===== src/rtl/tcp_pkg.sv =====
// Shared TCP offload definitions.
// Provides the flow-id / payload pointer widths used across the RX path and
// the request/response records exchanged between the app read engine and
// rx_app_ptr_ctrl.
package tcp_pkg;

  localparam int FLOWID_W         = 4;
  localparam int RX_PAYLOAD_PTR_W = 16;
  // Payload pointers carry one extra wrap bit above the buffer index.
  localparam int RX_APP_PTR_W     = RX_PAYLOAD_PTR_W + 1;

  typedef struct packed {
    logic [FLOWID_W-1:0]     flowid;
    logic [RX_APP_PTR_W-1:0] len;
  } rx_app_ptr_req_struct;

  typedef struct packed {
    logic [FLOWID_W-1:0]     flowid;
    logic [RX_APP_PTR_W-1:0] head;
    logic [RX_APP_PTR_W-1:0] avail;
    logic [RX_APP_PTR_W-1:0] grant;
    logic                    err;
  } rx_app_ptr_resp_struct;

endpackage


===== src/rtl/rx_app_ptr_ctrl_grant_calc.sv =====
// rx_ptr_grant_calc: combinational grant arithmetic for one flow.
//   head_i, commit_i : current head / commit pointers (MSB is the wrap bit)
//   len_i            : bytes the app wants to consume (0 = query)
//   avail_o          : commit - head, mod 2^PTR_W
//   grant_o          : bytes granted
//   new_head_o       : head + grant, mod 2^PTR_W (carry dropped, MSB toggles)
//   err_o            : overrun rejected (only possible with CLAMP_EN = 0)
module rx_ptr_grant_calc #(
  parameter bit CLAMP_EN = 1'b1,
  parameter int PTR_W    = 17
) (
  input  logic [PTR_W-1:0] head_i,
  input  logic [PTR_W-1:0] commit_i,
  input  logic [PTR_W-1:0] len_i,
  output logic [PTR_W-1:0] avail_o,
  output logic [PTR_W-1:0] grant_o,
  output logic [PTR_W-1:0] new_head_o,
  output logic             err_o
);

  always_comb begin
    avail_o = commit_i - head_i;
    err_o   = 1'b0;
    grant_o = '0;
    if (CLAMP_EN) begin
      grant_o = (len_i < avail_o) ? len_i : avail_o;
    end else begin
      err_o   = (len_i > avail_o);
      grant_o = err_o ? '0 : len_i;
    end
    new_head_o = head_i + grant_o;
  end

endmodule


===== src/rtl/rx_app_ptr_ctrl.sv =====
// rx_app_ptr_ctrl: per-flow RX head pointer controller for the app read path.
// Accepts one "consume up to len bytes of flow F" request at a time, reads
// the flow's head and commit pointers (rd1 ports), grants min(len, avail),
// writes the advanced head back and returns head/avail/grant/err.
//   app_req_*     : request in (val/rdy), flowid + len
//   app_resp_*    : response out (val/rdy), flowid/head/avail/grant/err
//   head_rd_*     : head pointer memory read request/response
//   commit_rd_*   : commit pointer memory read request/response
//   head_wr_req_* : head pointer memory write
module rx_app_ptr_ctrl
  import tcp_pkg::*;
#(
  parameter bit CLAMP_EN = 1'b1,
  parameter int PTR_W    = RX_PAYLOAD_PTR_W + 1
) (
  input  logic                clk,
  input  logic                rst,
  input  logic                app_req_val,
  input  logic [FLOWID_W-1:0] app_req_flowid,
  input  logic [PTR_W-1:0]    app_req_len,
  output logic                app_req_rdy,
  output logic                app_resp_val,
  output logic [FLOWID_W-1:0] app_resp_flowid,
  output logic [PTR_W-1:0]    app_resp_head,
  output logic [PTR_W-1:0]    app_resp_avail,
  output logic [PTR_W-1:0]    app_resp_grant,
  output logic                app_resp_err,
  input  logic                app_resp_rdy,
  output logic                head_rd_req_val,
  output logic [FLOWID_W-1:0] head_rd_req_addr,
  input  logic                head_rd_req_rdy,
  input  logic                head_rd_resp_val,
  input  logic [PTR_W-1:0]    head_rd_resp_data,
  output logic                head_rd_resp_rdy,
  output logic                commit_rd_req_val,
  output logic [FLOWID_W-1:0] commit_rd_req_addr,
  input  logic                commit_rd_req_rdy,
  input  logic                commit_rd_resp_val,
  input  logic [PTR_W-1:0]    commit_rd_resp_data,
  output logic                commit_rd_resp_rdy,
  output logic                head_wr_req_val,
  output logic [FLOWID_W-1:0] head_wr_req_addr,
  output logic [PTR_W-1:0]    head_wr_req_data,
  input  logic                head_wr_req_rdy
);

  typedef enum logic [2:0] {IDLE, RD_REQ, RD_RESP, WR, RESP} state_e;

  state_e              state_q, state_d;
  logic [FLOWID_W-1:0] flowid_q, flowid_d;
  logic [PTR_W-1:0]    len_q, len_d;
  logic [PTR_W-1:0]    head_q, head_d;
  logic [PTR_W-1:0]    cmt_q, cmt_d;
  logic [PTR_W-1:0]    avail_q, avail_d;
  logic [PTR_W-1:0]    grant_q, grant_d;
  logic [PTR_W-1:0]    new_head_q, new_head_d;
  logic                err_q, err_d;
  // Per-port progress: request accepted (iss) and response captured (cap).
  logic                head_iss_q, head_iss_d, cmt_iss_q, cmt_iss_d;
  logic                head_cap_q, head_cap_d, cmt_cap_q, cmt_cap_d;

  logic [PTR_W-1:0]    head_cur, cmt_cur;
  logic [PTR_W-1:0]    calc_avail, calc_grant, calc_new_head;
  logic                calc_err;

  // Use a response straight off the port in the cycle it arrives so the
  // result can be computed in the same RD_RESP cycle as the last capture.
  assign head_cur = head_cap_q ? head_q : head_rd_resp_data;
  assign cmt_cur  = cmt_cap_q  ? cmt_q  : commit_rd_resp_data;

  rx_ptr_grant_calc #(
    .CLAMP_EN (CLAMP_EN),
    .PTR_W    (PTR_W)
  ) u_calc (
    .head_i     (head_cur),
    .commit_i   (cmt_cur),
    .len_i      (len_q),
    .avail_o    (calc_avail),
    .grant_o    (calc_grant),
    .new_head_o (calc_new_head),
    .err_o      (calc_err)
  );

  always_comb begin
    state_d            = state_q;
    flowid_d           = flowid_q;
    len_d              = len_q;
    head_d             = head_q;
    cmt_d              = cmt_q;
    avail_d            = avail_q;
    grant_d            = grant_q;
    new_head_d         = new_head_q;
    err_d              = err_q;
    head_iss_d         = head_iss_q;
    cmt_iss_d          = cmt_iss_q;
    head_cap_d         = head_cap_q;
    cmt_cap_d          = cmt_cap_q;
    app_req_rdy        = 1'b0;
    app_resp_val       = 1'b0;
    head_rd_req_val    = 1'b0;
    commit_rd_req_val  = 1'b0;
    head_rd_resp_rdy   = 1'b0;
    commit_rd_resp_rdy = 1'b0;
    head_wr_req_val    = 1'b0;

    case (state_q)
      IDLE: begin
        app_req_rdy = 1'b1;
        if (app_req_val) begin
          flowid_d   = app_req_flowid;
          len_d      = app_req_len;
          head_iss_d = 1'b0;
          cmt_iss_d  = 1'b0;
          head_cap_d = 1'b0;
          cmt_cap_d  = 1'b0;
          state_d    = RD_REQ;
        end
      end
      RD_REQ: begin
        // Each port drops its request once accepted, so a slow port never
        // causes the other to be re-issued.
        head_rd_req_val   = !head_iss_q;
        commit_rd_req_val = !cmt_iss_q;
        if (head_rd_req_val && head_rd_req_rdy)     head_iss_d = 1'b1;
        if (commit_rd_req_val && commit_rd_req_rdy) cmt_iss_d  = 1'b1;
        if (head_iss_d && cmt_iss_d)                state_d    = RD_RESP;
      end
      RD_RESP: begin
        head_rd_resp_rdy   = 1'b1;
        commit_rd_resp_rdy = 1'b1;
        if (head_rd_resp_val && !head_cap_q) begin
          head_cap_d = 1'b1;
          head_d     = head_rd_resp_data;
        end
        if (commit_rd_resp_val && !cmt_cap_q) begin
          cmt_cap_d = 1'b1;
          cmt_d     = commit_rd_resp_data;
        end
        if (head_cap_d && cmt_cap_d) begin
          head_d     = head_cur;
          avail_d    = calc_avail;
          grant_d    = calc_grant;
          new_head_d = calc_new_head;
          err_d      = calc_err;
          state_d    = (calc_grant != '0 && !calc_err) ? WR : RESP;
        end
      end
      WR: begin
        head_wr_req_val = 1'b1;
        if (head_wr_req_rdy) state_d = RESP;
      end
      RESP: begin
        app_resp_val = 1'b1;
        if (app_resp_rdy) state_d = IDLE;
      end
      default: state_d = IDLE;
    endcase

    // Handshakes are silenced during the reset cycle itself so an in-flight
    // head write can never complete once reset is seen.
    if (rst) begin
      app_req_rdy        = 1'b0;
      app_resp_val       = 1'b0;
      head_rd_req_val    = 1'b0;
      commit_rd_req_val  = 1'b0;
      head_rd_resp_rdy   = 1'b0;
      commit_rd_resp_rdy = 1'b0;
      head_wr_req_val    = 1'b0;
    end
  end

  always_ff @(posedge clk) begin
    if (rst) begin
      state_q    <= IDLE;
      flowid_q   <= '0;
      len_q      <= '0;
      head_q     <= '0;
      cmt_q      <= '0;
      avail_q    <= '0;
      grant_q    <= '0;
      new_head_q <= '0;
      err_q      <= 1'b0;
      head_iss_q <= 1'b0;
      cmt_iss_q  <= 1'b0;
      head_cap_q <= 1'b0;
      cmt_cap_q  <= 1'b0;
    end else begin
      state_q    <= state_d;
      flowid_q   <= flowid_d;
      len_q      <= len_d;
      head_q     <= head_d;
      cmt_q      <= cmt_d;
      avail_q    <= avail_d;
      grant_q    <= grant_d;
      new_head_q <= new_head_d;
      err_q      <= err_d;
      head_iss_q <= head_iss_d;
      cmt_iss_q  <= cmt_iss_d;
      head_cap_q <= head_cap_d;
      cmt_cap_q  <= cmt_cap_d;
    end
  end

  assign app_resp_flowid    = flowid_q;
  assign app_resp_head      = head_q;
  assign app_resp_avail     = avail_q;
  assign app_resp_grant     = grant_q;
  assign app_resp_err       = err_q;
  assign head_rd_req_addr   = flowid_q;
  assign commit_rd_req_addr = flowid_q;
  assign head_wr_req_addr   = flowid_q;
  assign head_wr_req_data   = new_head_q;

`ifndef SYNTHESIS
  // A read response is only legal while its request is outstanding.
  a_head_resp_pending : assert property (@(posedge clk) disable iff (rst)
    head_rd_resp_val |-> (head_iss_q && !head_cap_q));
  a_cmt_resp_pending : assert property (@(posedge clk) disable iff (rst)
    commit_rd_resp_val |-> (cmt_iss_q && !cmt_cap_q));
`endif

endmodule

===== config.mk =====
export PLATFORM = sky130hd
export DESIGN_NAME = rx_app_ptr_ctrl
export DESIGN_NICKNAME = d
export VERILOG_FILES = /design/src/rtl/tcp_pkg.sv /design/src/rtl/rx_app_ptr_ctrl_grant_calc.sv /design/src/rtl/rx_app_ptr_ctrl.sv
export SDC_FILE = /design/constraint.sdc
export NUM_CORES = 1
export LEC_CHECK = 0
export BUFFER_PORTS_ARGS = -buffer_cell sky130_fd_sc_hd__clkbuf_2
export CORE_ASPECT_RATIO = 1.1
export CORE_MARGIN = 2
export CORE_UTILIZATION = 36
export CTS_CLUSTER_DIAMETER = 200
export DETAILED_ROUTE_END_ITERATION = 6
export HOLD_SLACK_MARGIN = 0.08
export PLACE_DENSITY = 0.66
export SLEW_MARGIN = 20
export SYNTH_ARGS = -nofsm -noshare
export SYNTH_HDL_FRONTEND = slang
export SYNTH_SLANG_ARGS = --single-unit

===== constraint.sdc =====
create_clock -name clk -period 8.3 [get_ports clk]
set_input_delay 1.245 -clock clk [delete_from_list [all_inputs] [get_ports clk]]
set_output_delay 1.245 -clock clk [all_outputs]
set_load 0.05 [all_outputs]

==> results.toml <==
[floorplan]
die_width_um = 134
start_util_pct = 36.6
die-area_um2 = 19800
rows = 52
core-area_um2 = 18300
ios = 156
dieHeight_um = 147

[power]
vdd_drop_max_mv = 0.176
powerDensity_nw_per_um2 = 322
leakagePower_nw = 3.56

[timing]
tns_ps = 0
setup_viol = 0
relSlewSlack_pct = 37.0
fmax_ghz = 0.129
hold_ws_ps = 452
worst_pin_slew_ps = 943
rsz0062_at_grt = "false"
hold_violations = 0
fin_crit_ps = 7750
finalCritPeriodShare_pct = 93.3
maxSlewViolCount = 0
finClkSkew_ps = 7.71

[clock_tree]
cts_resized = 0
path_clk_slew_ps = 50
holdBufCountCts = 0
cts-buffers-inserted = 17
cts_setup_buffers = 0
root_buffer = "clkbuf_16"
h-tree-depth = 4
cts_tree = "built"
cts_sinks = 113
clk_path_buf_depth = 2
insertion_delay_ps = 420

[yosys]
syn_area_um2 = 6710
ys_warn_count = 0
synth_top_family_by_area = "simple AND/OR/NAND/NOR gates"
synthAdderAreaFrac_pct = 9.51
syn_inst = 861
synth-xor-area-share_pct = 2.87
ys.flop_type = "dfxtp_1"
synth_seq_area_share_pct = 33.7
synth_cell_type_count = 70
synthSimpleGateAreaFrac_pct = 21.6
postSynth.asyncResetShare_pct = 0
synth_edf_count = 0
syn_nets = 973
avgSynthCellArea_um2 = 7.79
synth_mux_area_share_pct = 7.79
synth_compound_area_share_pct = 18.4
ys_seq_elements = 113

[global_route]
grt_pass1_wl_mm = 31.2
grt_pass1_vias = 5900
grtUsageTotal_pct = 20.5
antenna_found_initial = 0
grt-ovfl-total = 0
grt_max_degree = 68

[drt]
via_per_inst = 5.18
drtIter0Drc = 313
dr.pass1.iters = 6
highest_layer = "met4"
antenna_left = 0
drc = 0
vias = 6433
wl_met1_mm = 8.57
route.met2.wl_mm = 9.31
wl_met3_mm = 1.35
routed_wl_mm = 19.9
wire_per_inst_um = 16.0

[worst_setup_path]
reg2reg_depth = 30
crit_buf_inv = 4
crit_slowest_cell = "or3b_2"
setup.worst_path.class = "input port to register"
path_delay_family = "adder cells"
crit_path_max_incr_delay_ps = 500
cp.required_ps = 8570
worstPathMaxFanout = 4
critPathLaunchType = "input port"
cp.depth = 31
arrival_ps = 8020
worst_setup_path_end_kind = "register"

[place]
gp_congestion = 0.926
port_buffers = 154
dp_hpwl_mm = 15.3

[finish]
most-common-layout-cells = "nand2_1 (197), clkbuf_2 (153), a21oi_1 (114)"
antenna_cells = 0
drive_gt1_share_pct = 24.1
synthToLayoutAreaGrowth_pct = 23.1
fillers = 1860
final_common_cell = "nand2_1"
nNetsFinal = 1099

[min_path]
worstHoldPathCells = 2
hold_path_class = "register to register"

[job]
cap_violations = 0

[outcome]
status = "finished, final reports clean"
## worst min-delay path: cells and delay by family (launching register included)
family	cells	cell delay [ps]
compound gates	1	50
flops	1	310
simple gates	1	50
## worst paths after layout
path,start,endpoint,slack (ps)
setup / recovery,commit_rd_resp_data[0],head_wr_req_data[16],550
hold / removal,head_wr_req_data[13],head_wr_req_data[13],450
setup reg to reg,cmt_cap_q,head_wr_req_data[16],690
hold reg to reg,head_wr_req_data[13],head_wr_req_data[13],450
## report_power, final
| group | internal (W) | switching (W) | leakage [nW] |
|---|---|---|---|
| clock | 0.000548 | 0.000255 | 0.321 |
| sequential | 0.000611 | 0.0000741 | 0.916 |
| combinational | 0.000406 | 0.000769 | 2.32 |
| total | 0.00157 | 0.00110 | 3.56 |
## metrics by stage
step                setup slack, ps  total power (W)  instance area [um2]  util [%]  std cells
CTS                             633          0.00267                 8260      45.0       1243
detailed placement              224          0.00186                 7600      41.4       1211
finish                          553          0.00266                 8260      45.0       1243
floorplan                       783          0.00158                 6710         -        861
global route                   19.1          0.00283                 8260      45.0       1243
global placement                494          0.00186                 7600      41.4       1211
## cell usage after synthesis (3+ instances only)
| cell type | instances | area (um2) |
|---|---|---|
| a21oi_1 | 114 | 571 |
| nor3_1 | 16 | 80.1 |
| a211o_1 | 4 | 35.0 |
| nand4_1 | 4 | 25.0 |
| or3_1 | 9 | 56.3 |
| o21a_1 | 4 | 30.0 |
| mux2i_1 | 26 | 260 |
| nand2_1 | 197 | 739 |
| a21o_1 | 5 | 37.5 |
| ha_1 | 46 | 576 |
| nor3b_1 | 4 | 30.0 |
| nor4_1 | 5 | 31.3 |
| or2_2 | 3 | 18.8 |
| xor2_1 | 8 | 70.1 |
| clkbuf_1 | 36 | 135 |
| a211oi_1 | 11 | 82.6 |
| nor2b_1 | 9 | 56.3 |
| buf_1 | 6 | 22.5 |
| nand2b_1 | 5 | 31.3 |
| and3_1 | 5 | 31.3 |
| nand3_1 | 14 | 70.1 |
| dfxtp_1 | 113 | 2260 |
| inv_1 | 34 | 128 |
| a31oi_1 | 5 | 31.3 |
| xnor2_1 | 14 | 123 |
| o211ai_1 | 7 | 52.6 |
| mux2_2 | 20 | 225 |
| buf_4 | 15 | 113 |
| nor2_1 | 52 | 195 |
| o21ai_0 | 19 | 95.1 |
## kinds of logic after synthesis
group,count (synthesis)
other cells,1
buf+inv,92
mux,49
flops,113
simple gates,334
compound gates,200
fa+ha+maj,50
xor+xnor,22
## routing by layer
| metal | track usage (%) | vias up |
|---|---|---|
| li1 | - | 3219 |
| met4 | 9.84 | 0 |
| met1 | 25.0 | 2969 |
| met3 | 5.45 | 40 |
| met5 | 0 | - |
| met2 | 33.4 | 205 |
## state kept, by name, summed over array words and instances (netlist names)
| name | count |
|---|---|
| cmt_cap_q | 1 |
| app_resp_head | 17 |
| len_q | 17 |
| cmt_q | 17 |
| cmt_iss_q | 1 |
| head_wr_req_data | 17 |
| head_iss_q | 1 |
| app_resp_avail | 17 |
| app_resp_flowid | 4 |
| head_cap_q | 1 |
| app_resp_grant | 17 |
| state_q | 3 |
## cell type report
type	instances	area (um2)	area share, %
clock inverters	9	150	1.82
inverters	34	128	1.54
well taps	243	304	3.68
flip-flops and latches	113	2260	27.4
repair buffers	165	856	10.4
clock buffers	23	508	6.15
multi-input cells	656	4060	49.1
(Power assumes the default switching activity.)
